<file path="src/rtl/hlpte_pkg.sv">
// Shared types, constants and lookup helpers for the HLPTE inverse transform/quant decoder.
package hlpte_pkg;

    localparam int HLPTE_LVL_W = 16;
    localparam int HLPTE_ACC_W = 24;
    localparam int HLPTE_OUT_W = 16;

    typedef enum logic [2:0] {
        ST_IDLE,
        ST_LOAD,
        ST_ROW,
        ST_COL,
        ST_OUT
    } state_t;

    typedef enum logic [1:0] {
        CLS_A,
        CLS_B,
        CLS_C
    } pos_cls_t;

    // Raster index: row parity is idx[2], column parity is idx[0].
    function automatic pos_cls_t cls(input logic [3:0] idx);
        if (!idx[2] && !idx[0]) return CLS_A;
        if (idx[2] && idx[0]) return CLS_B;
        return CLS_C;
    endfunction

    function automatic logic [2:0] qp_div6(input logic [4:0] q);
        if (q >= 5'd30) return 3'd5;
        if (q >= 5'd24) return 3'd4;
        if (q >= 5'd18) return 3'd3;
        if (q >= 5'd12) return 3'd2;
        if (q >= 5'd6) return 3'd1;
        return 3'd0;
    endfunction

    function automatic logic [2:0] qp_mod6(input logic [4:0] q);
        return 3'(q - 5'(6 * qp_div6(q)));
    endfunction

    function automatic logic [4:0] vscale(input logic [2:0] m, input pos_cls_t c);
        logic [4:0] v;
        v = 5'd0;
        case (c)
            CLS_A: case (m)
                3'd0: v = 5'd10; 3'd1: v = 5'd11; 3'd2: v = 5'd13;
                3'd3: v = 5'd14; 3'd4: v = 5'd16; default: v = 5'd18;
            endcase
            CLS_B: case (m)
                3'd0: v = 5'd16; 3'd1: v = 5'd18; 3'd2: v = 5'd20;
                3'd3: v = 5'd23; 3'd4: v = 5'd25; default: v = 5'd29;
            endcase
            default: case (m)
                3'd0: v = 5'd13; 3'd1: v = 5'd14; 3'd2: v = 5'd16;
                3'd3: v = 5'd18; 3'd4: v = 5'd20; default: v = 5'd23;
            endcase
        endcase
        return v;
    endfunction

endpackage

</file>
<file path="src/rtl/hlpte_itq_butterfly4.sv">
// Combinational 4-point inverse integer transform; shared by the row and column passes.
module hlpte_itq_butterfly4
    import hlpte_pkg::*;
#(
    parameter int ACC_W = HLPTE_ACC_W
) (
    input  logic signed [ACC_W-1:0] d_i [4],
    output logic signed [ACC_W-1:0] f_o [4]
);

    logic signed [ACC_W-1:0] e0, e1, e2, e3;

    always_comb begin
        e0 = d_i[0] + d_i[2];
        e1 = d_i[0] - d_i[2];
        e2 = (d_i[1] >>> 1) - d_i[3];
        e3 = d_i[1] + (d_i[3] >>> 1);
        f_o[0] = e0 + e3;
        f_o[1] = e1 + e2;
        f_o[2] = e1 - e2;
        f_o[3] = e0 - e3;
    end

endmodule

</file>
<file path="src/rtl/hlpte_itq_decoder.sv">
// 4x4 dequant + inverse transform: loads 16 levels, runs row/column passes in place,
// then streams 16 rounded, saturated residuals.
module hlpte_itq_decoder
    import hlpte_pkg::*;
#(
    parameter int LVL_W = HLPTE_LVL_W,
    parameter int ACC_W = HLPTE_ACC_W,
    parameter int OUT_W = HLPTE_OUT_W
) (
    input  logic                    clk,
    input  logic                    rst,
    input  logic                    in_valid,
    output logic                    in_ready,
    input  logic signed [LVL_W-1:0] coeff,
    input  logic [4:0]              qp,
    output logic                    out_valid,
    output logic signed [OUT_W-1:0] out_value
);

    localparam logic signed [ACC_W-1:0] SAT_MAX = ACC_W'((1 <<< (OUT_W - 1)) - 1);
    localparam logic signed [ACC_W-1:0] SAT_MIN = ACC_W'(-(1 <<< (OUT_W - 1)));
    localparam logic signed [ACC_W-1:0] RND     = ACC_W'(32);

    state_t                  state_q, state_d;
    logic [3:0]              cnt_q, cnt_d;
    logic [1:0]              pass_q, pass_d;
    logic [4:0]              qp_q, qp_d;
    logic                    accept;

    logic signed [ACC_W-1:0] buf_q [16];
    logic signed [ACC_W-1:0] bf_in [4];
    logic signed [ACC_W-1:0] bf_out [4];

    logic [4:0]              qp_sel;
    logic signed [ACC_W-1:0] coeff_ext, scale_ext, dq;
    logic signed [ACC_W-1:0] rnd, shr;
    logic signed [OUT_W-1:0] sat_val;

    logic                    out_valid_q;
    logic signed [OUT_W-1:0] out_value_q;

    assign in_ready  = (state_q == ST_IDLE) || (state_q == ST_LOAD);
    assign accept    = in_valid && in_ready;
    assign out_valid = out_valid_q;
    assign out_value = out_value_q;

    always_comb begin
        state_d = state_q;
        cnt_d   = cnt_q;
        pass_d  = pass_q;
        qp_d    = qp_q;
        case (state_q)
            ST_IDLE: begin
                if (accept) begin
                    qp_d    = qp;
                    cnt_d   = 4'd1;
                    state_d = ST_LOAD;
                end
            end
            ST_LOAD: begin
                if (accept) begin
                    cnt_d = cnt_q + 4'd1;
                    if (cnt_q == 4'd15) begin
                        pass_d  = 2'd0;
                        state_d = ST_ROW;
                    end
                end
            end
            ST_ROW: begin
                pass_d = pass_q + 2'd1;
                if (pass_q == 2'd3) state_d = ST_COL;
            end
            ST_COL: begin
                pass_d = pass_q + 2'd1;
                if (pass_q == 2'd3) begin
                    cnt_d   = 4'd0;
                    state_d = ST_OUT;
                end
            end
            ST_OUT: begin
                cnt_d = cnt_q + 4'd1;
                if (cnt_q == 4'd15) state_d = ST_IDLE;
            end
            default: begin
                cnt_d   = 4'd0;
                pass_d  = 2'd0;
                state_d = ST_IDLE;
            end
        endcase
    end

    always_ff @(posedge clk or posedge rst) begin
        if (rst) begin
            state_q <= ST_IDLE;
            cnt_q   <= 4'd0;
            pass_q  <= 2'd0;
            qp_q    <= 5'd0;
        end else begin
            state_q <= state_d;
            cnt_q   <= cnt_d;
            pass_q  <= pass_d;
            qp_q    <= qp_d;
        end
    end

    // The first beat of a block dequantizes with the live qp, later beats with the latched one.
    always_comb begin
        qp_sel    = (state_q == ST_IDLE) ? qp : qp_q;
        coeff_ext = {{(ACC_W - LVL_W){coeff[LVL_W-1]}}, coeff};
        scale_ext = $signed({{(ACC_W - 5){1'b0}}, vscale(qp_mod6(qp_sel), cls(cnt_q))});
        dq        = (coeff_ext * scale_ext) <<< qp_div6(qp_sel);
    end

    always_comb begin
        for (int k = 0; k < 4; k++) begin
            if (state_q == ST_COL) bf_in[k] = buf_q[{2'(k), pass_q}];
            else                   bf_in[k] = buf_q[{pass_q, 2'(k)}];
        end
    end

    hlpte_itq_butterfly4 #(.ACC_W(ACC_W)) u_bfly (
        .d_i (bf_in),
        .f_o (bf_out)
    );

    always_ff @(posedge clk) begin
        if (accept) begin
            buf_q[cnt_q] <= dq;
        end else if (state_q == ST_ROW) begin
            for (int k = 0; k < 4; k++) buf_q[{pass_q, 2'(k)}] <= bf_out[k];
        end else if (state_q == ST_COL) begin
            for (int k = 0; k < 4; k++) buf_q[{2'(k), pass_q}] <= bf_out[k];
        end
    end

    always_comb begin
        rnd = buf_q[cnt_q] + RND;
        shr = rnd >>> 6;
        if (shr > SAT_MAX)      sat_val = SAT_MAX[OUT_W-1:0];
        else if (shr < SAT_MIN) sat_val = SAT_MIN[OUT_W-1:0];
        else                    sat_val = shr[OUT_W-1:0];
    end

    always_ff @(posedge clk or posedge rst) begin
        if (rst) begin
            out_valid_q <= 1'b0;
            out_value_q <= '0;
        end else begin
            out_valid_q <= (state_q == ST_OUT);
            if (state_q == ST_OUT) out_value_q <= sat_val;
        end
    end

endmodule

</file>
<file path="config.mk">
export PLATFORM = sky130hd
export DESIGN_NAME = hlpte_itq_decoder
export DESIGN_NICKNAME = d
export VERILOG_FILES = /design/src/rtl/hlpte_pkg.sv /design/src/rtl/hlpte_itq_butterfly4.sv /design/src/rtl/hlpte_itq_decoder.sv
export SDC_FILE = /design/constraint.sdc
export NUM_CORES = 2
export LEC_CHECK = 0
export CORE_ASPECT_RATIO = 0.6
export CORE_MARGIN = 8
export CORE_UTILIZATION = 34
export DETAILED_ROUTE_END_ITERATION = 16
export PLACE_DENSITY_LB_ADDON = 0.05
export SYNTH_ARGS = -nofsm -noshare
export SYNTH_HDL_FRONTEND = slang
export SYNTH_HIERARCHICAL = 1
export SYNTH_SLANG_ARGS = --single-unit
</file>
<file path="constraint.sdc">
create_clock -name clk -period 23.7 [get_ports clk]
set_input_delay 5.925 -clock clk [delete_from_list [all_inputs] [get_ports clk]]
set_output_delay 5.925 -clock clk [all_outputs]
set_load 0.05 [all_outputs]
</file>
# Word-level counts from Yosys, hierarchy flattened
# Memory sizes are Yosys's and may differ from the RTL's.
# Cells that the tools add are included.
# W data, S select, Z words.
[totals]
input_bits = 24
memories = 1
out_inout_bits = 18
regBits = 31
elab_cells = 149
ramBits = 384
[mem_list]
columns = ["memory", "words", "word_bits", "rd", "rd_ports_with_merged_regs", "wr", "line", "rtl"]
rows = [
  ["buf_q", 16, 24, 9, 0, 4, "hlpte_itq_decoder.sv:30", "logic signed [ACC_W-1:0] buf_q [16];"],
]
[op_classes]
shift = 1
bitwise = 2
muxes = 81
n_reduce_logical = 20
n_addsub = 12
n_lt_le_gt_ge = 7
n_mul = 2
eq_ne = 17
[op_table]
columns = ["operator", "n"]
rows = [
  ["$mux W24", 9],
  ["$reduce_or A24 Y1", 5],
  ["$add A24 B24 Y24", 3],
  ["$sub A24 B24 Y24", 3],
  ["$pmux W5 S5", 2],
  ["$mux W3", 16],
  ["$pmux W4 S5", 2],
  ["$mux W1", 32],
  ["$mux W16", 2],
  ["$mux W4", 8],
  ["$add A24 B23 Y24", 1],
  ["$add A24 B7 Y24 const B", 1],
  ["$sshl A22 B3 Y24", 1],
  ["$sub A23 B24 Y24", 1],
  ["$mul A16 B6 Y22", 1],
  ["$gt A18 B16 Y1 const B", 1],
  ["$lt A18 B16 Y1 const B", 1],
  ["$ge A5 B5 Y1 const B", 3],
  ["$pmux W3 S5", 1],
  ["$eq A3 B2 Y1 const B", 4],
  ["$mux W2", 6],
  ["$ne A2 B2 Y1 const B", 5],
  ["$pmux W5 S2", 1],
  ["$eq A3 B1 Y1 const B", 2],
  ["24 further kinds", 31],
]

# Longest topological paths before layout
[depth]
word_depth = 28
ltp_mapped = 37
ltp_nobuf = 33

# Hierarchy
# Netlist, hierarchy kept.
[modules_own_cells]
columns = ["module", "area_each_um2", "seq_area_each_um2", "instances", "cells_per_inst"]
rows = [
  ["hlpte_itq_decoder", 31642.8, 12306.8, 1, 3414],
  ["hlpte_itq_butterfly4", 8645.8, 0.0, 1, 1251],
]

# Worst setup path before layout
# OpenSTA, ideal clock, no wires.
[synth_timing]
path_type = "input port to flip-flop"
start = "in qp[4]"
end = "mem buf_q[0][20] in the netlist's numbering (data pin)"
t_arrival_ps = 13006
required_ps = 23429
path_buffers = 4
path_stages = 30
setup_ps = 271
path_slack_ps = 10422
path_cell_list = "maj3_1 -> a2111oi_0 -> a31o_2 -> inv_1 -> buf_2 -> buf_2 -> ha_1 -> clkbuf_1 -> nor2_1 -> a32oi_1 -> mux2i_2 -> or2_0 -> clkbuf_1 -> nand2_1 -> fa_1 -> inv_1 -> fa_1 -> inv_1 -> fa_1 -> inv_1 -> ha_1 -> a21o_1 -> or3_1 -> o2111a_1 -> or3_1 -> a21o_1 -> a32oi_1 -> a21oi_1 -> a21boi_1 -> o21ai_0"
[synth_lines]
columns = ["element", "line", "rtl"]
rows = [
  ["start, declared", "hlpte_itq_decoder.sv:15", "input logic [4:0] qp,"],
  ["end, declared", "hlpte_itq_decoder.sv:30", ""],
]

==> results.md <==
* Clock root buffer master: clkbuf_16
* Headroom to the max-slew limit at 0.373%
* Result of the run: finished, violations left
* Number of placed I/O pins at 42
* Drt via density at 6.14
* Detailed-route wire length per cell at 31.7 um
* Arithmetic-cell share of the synthesized area counting full adders, half adders and majority gates at 10.2%
* Final hold slack at 0.497 ns
* Initial core utilization at 34.4%
* Floorplan die height at 283 um
* Share of flip-flops with an asynchronous set or reset at 7.47%
* CTS Hold Buffers Added at 0
* Clock buffer count from CTS at 52
* Clock latency reported for the late side of the worst-skew pair at 0.66 ns
* Die outline width at 460 um
* Post-synthesis instance area at 40300 sq um
* Pins over their slew limit at 0
* Kind of capture point of the worst setup path: register
* Worst hold path class: reg2reg
* Total of endpoints with negative setup slack in the final report at 0
* Simple-gate portion of the synthesized area at 16.1%
* Number of hold violations in the final report at 0
* Final weighted congestion in routability-driven placement at 0.940
* Cells after DPL at 6104
* Synth Area in Compound Gates at 21.8%
* Fraction of synthesized area in multiplexers at 11.3%
* GR Overflow Total at 0
* Synth Flop Type: edfxtp_1
* Synth Area per Inst at 8.64 sq um
* Number of H-tree branching levels at 2
* Initial DRC Count at 5646
* Synthesized net count at 4981
* Max Clk Rate at 0.0660 GHz
* Required time at the endpoint of the critical path at 24.07 ns
* Estimated wirelength of the detail-placed design at 142000 um
* Clock transition at the registers of the reported paths at 0.06 ns
* Placeable core area at 117000 sq um
* CTS-repair resized insts at 0
* DR vias at 38100
* Antenna violations before repair at 6
* Highest-count cells in the layout ignoring fill and taps: nand2_1 (606), a21oi_1 (571), nor2_1 (427)
* Net total in the final layout at 4892
* Final critical path time including I/O delays and setup at 15.16 ns
* Final cell area excluding filler cells at 44500 sq um
* Number of distinct standard cells referenced by the synthesized netlist at 104
* Xor and xnor area share after synthesis at 4.29%
* Setup bufs post-CTS at 0
* Type of origin of the critical path: primary input
* Crit path buffers/inverters at 6
* Post-route clock period utilization at 64.0%
* Pin count of the biggest net entering global routing at 75
* Count of inserted antenna diode cells at 0
* Placed standard-cell area at 42800 sq um
* Arrival time at the worst endpoint at 15.53 ns
* Fraction of final layout cells with drive strength greater than 1 at 11.4%
* Biggest cell delay along the critical path at 0.90 ns
* Wire length of the first global-routing pass at 276000 um
* Via count of the first global-routing pass at 35300
* RSZ-0062 raised after global routing: no
* Maximum net fanout on the critical path at 38
* Clk buf depth at 3
* Global Route Usage Sum at 29.3%
* Worst slew pin tran at 1.48 ns
* Worst clock skew on the final layout at 0.0360 ns
* Warnings from Yosys at 6
* P&R area growth vs syn at 10.4%
* Share of the yosys chip area belonging to registers at 30.5%
* Die Footprint at 130000 sq um
* CP most frequent cell: inv_1
* Floorplan row count at 97
* Clock sinks at 415
* Max-cap violations at 1
* Standard cell with the maximum stage delay on the critical path: or2_0
* Final Routed Wirelength at 197000 um
* Final setup TNS at 0 ns
* Crit-path leading delay family: compound AO/OA/AOI/OAI gates
* Critical Setup Path Class: in2reg
* Flops & latches, synth at 415
* First-pass DRT Iterations at 8
* Post-Layout Cell Count at 6204
* Count of input and output buffers at 41
* Combinational family with the most area after synthesis: compound AO/OA/AOI/OAI gates
* Number of remaining DRC errors at 0
* Violated checks: capacitance limit
* Count of flip-flops with a built-in enable after synthesis at 384
* TritonCTS clock tree: built
* Most common cell after layout, fill and taps aside: nand2_1
* Final ANT Viol Nets at 0
* Cells after synthesis at 4665
==> sequential cells by signal, indices dropped and copies added (netlist names) <==
name / count
out_valid: 1
qp_q: 5
out_value: 16
cnt_q: 4
buf_q: 384
state_q: 3
pass_q: 2
==> logic make-up (layout without fill, tap and decap cells) <==
group                      count (synthesis)  count (layout)
DFF                                      415             415
AOI/OAI and AO/OA                       1487            1487
xor gates and xnor gates                 192             192
adders and majority gates                293             293
muxes                                    227             227
buffers and inverters                    580             535
and+or+nand+nor                         1471            1471
==> layer usage <==
layer	vias to the layer above	GRT usage [%]	part of all wire [%]
met2	2164	37.7	36
li1	16800	-	-
met3	240	14.1	16
met4	4	5.56	2.0
met1	18900	43.7	46
met5	-	0	0.012
==> worst reg2reg max path, cell delays in order (launching register included) <==
cell and delay (ns):
dfrtp_1 0.72, nand2_1 0.28, nor2_4 0.68, buf_4 0.59, buf_4 0.89, nand2_1 0.12
a21oi_1 0.17, a21oi_1 0.06, o21ai_0 1.00, ha_1 0.45, a21oi_1 0.16, nand2_1 0.09
a221oi_1 0.48, o21ai_1 0.20, a41oi_1 0.45, nand2b_1 0.10, a21oi_1 0.18, xnor2_1 0.24
ha_1 0.47, o41ai_1 0.74, o22ai_1 0.36, o41ai_1 0.39, a21oi_1 0.14, xnor2_1 0.77
o221ai_1 0.21, o21ai_0 0.22
==> layout make-up <==
cell class              count  area [sq um]
fillers                 11800         72600
multi-input cells        3670         26100
flip-flops and latches    415         12300
well taps                1584          1980
repair buffers            171          1390
clock buffers              66          1380
inverters                 266          1000
clock inverters            32           264
==> synthesized netlist by cell type, types with 54 or more instances <==
cell type / number / area share (%)
fa_1: 57 / 2.8
nor3_1: 54 / 0.67
a21o_1: 56 / 1.0
and2_1: 65 / 1.0
o21ai_0: 423 / 5.3
o22ai_1: 62 / 0.96
nand3_1: 117 / 1.5
nand2_1: 618 / 5.8
ha_1: 235 / 7.3
edfxtp_1: 384 / 29
a21oi_1: 571 / 7.1
mux4_2: 176 / 9.8
xnor2_1: 137 / 3.0
inv_1: 257 / 2.4
clkbuf_1: 243 / 2.3
nor2_1: 430 / 4.0
==> per-stage QoR <==
| step | setup WS, ns | utilization [%] |
|---|---|---|
| 2_1_floorplan | 10.42 | - |
| 3_3_place_gp | 8.05 | 36.5 |
| 3_5_place_dp | 7.98 | 36.5 |
| 4_1_cts | 8.64 | 38.0 |
| 5_1_grt | 7.94 | 38.0 |
| 6_report | 8.54 | 38.0 |
==> final timing paths <==
check | from | endpoint | slack, ns | cells past startpoint
worst min register to register | out_value[14] | out_value[14] | 0.50 | 2
min in group asynchronous | rst | out_value[8] | 5.70 | 3
worst min-delay path | out_value[14] | out_value[14] | 0.50 | 2
worst max-delay path | qp[4] | buf_q[2][16] | 8.54 | 28
max in group asynchronous | rst | pass_q[0] | 17.57 | 3
worst max register to register | state_q[1] | buf_q[11][23] | 13.39 | 25
Power is not shown: default switching activity piles up to over one toggle a cycle in this logic, so the estimate is an artifact.
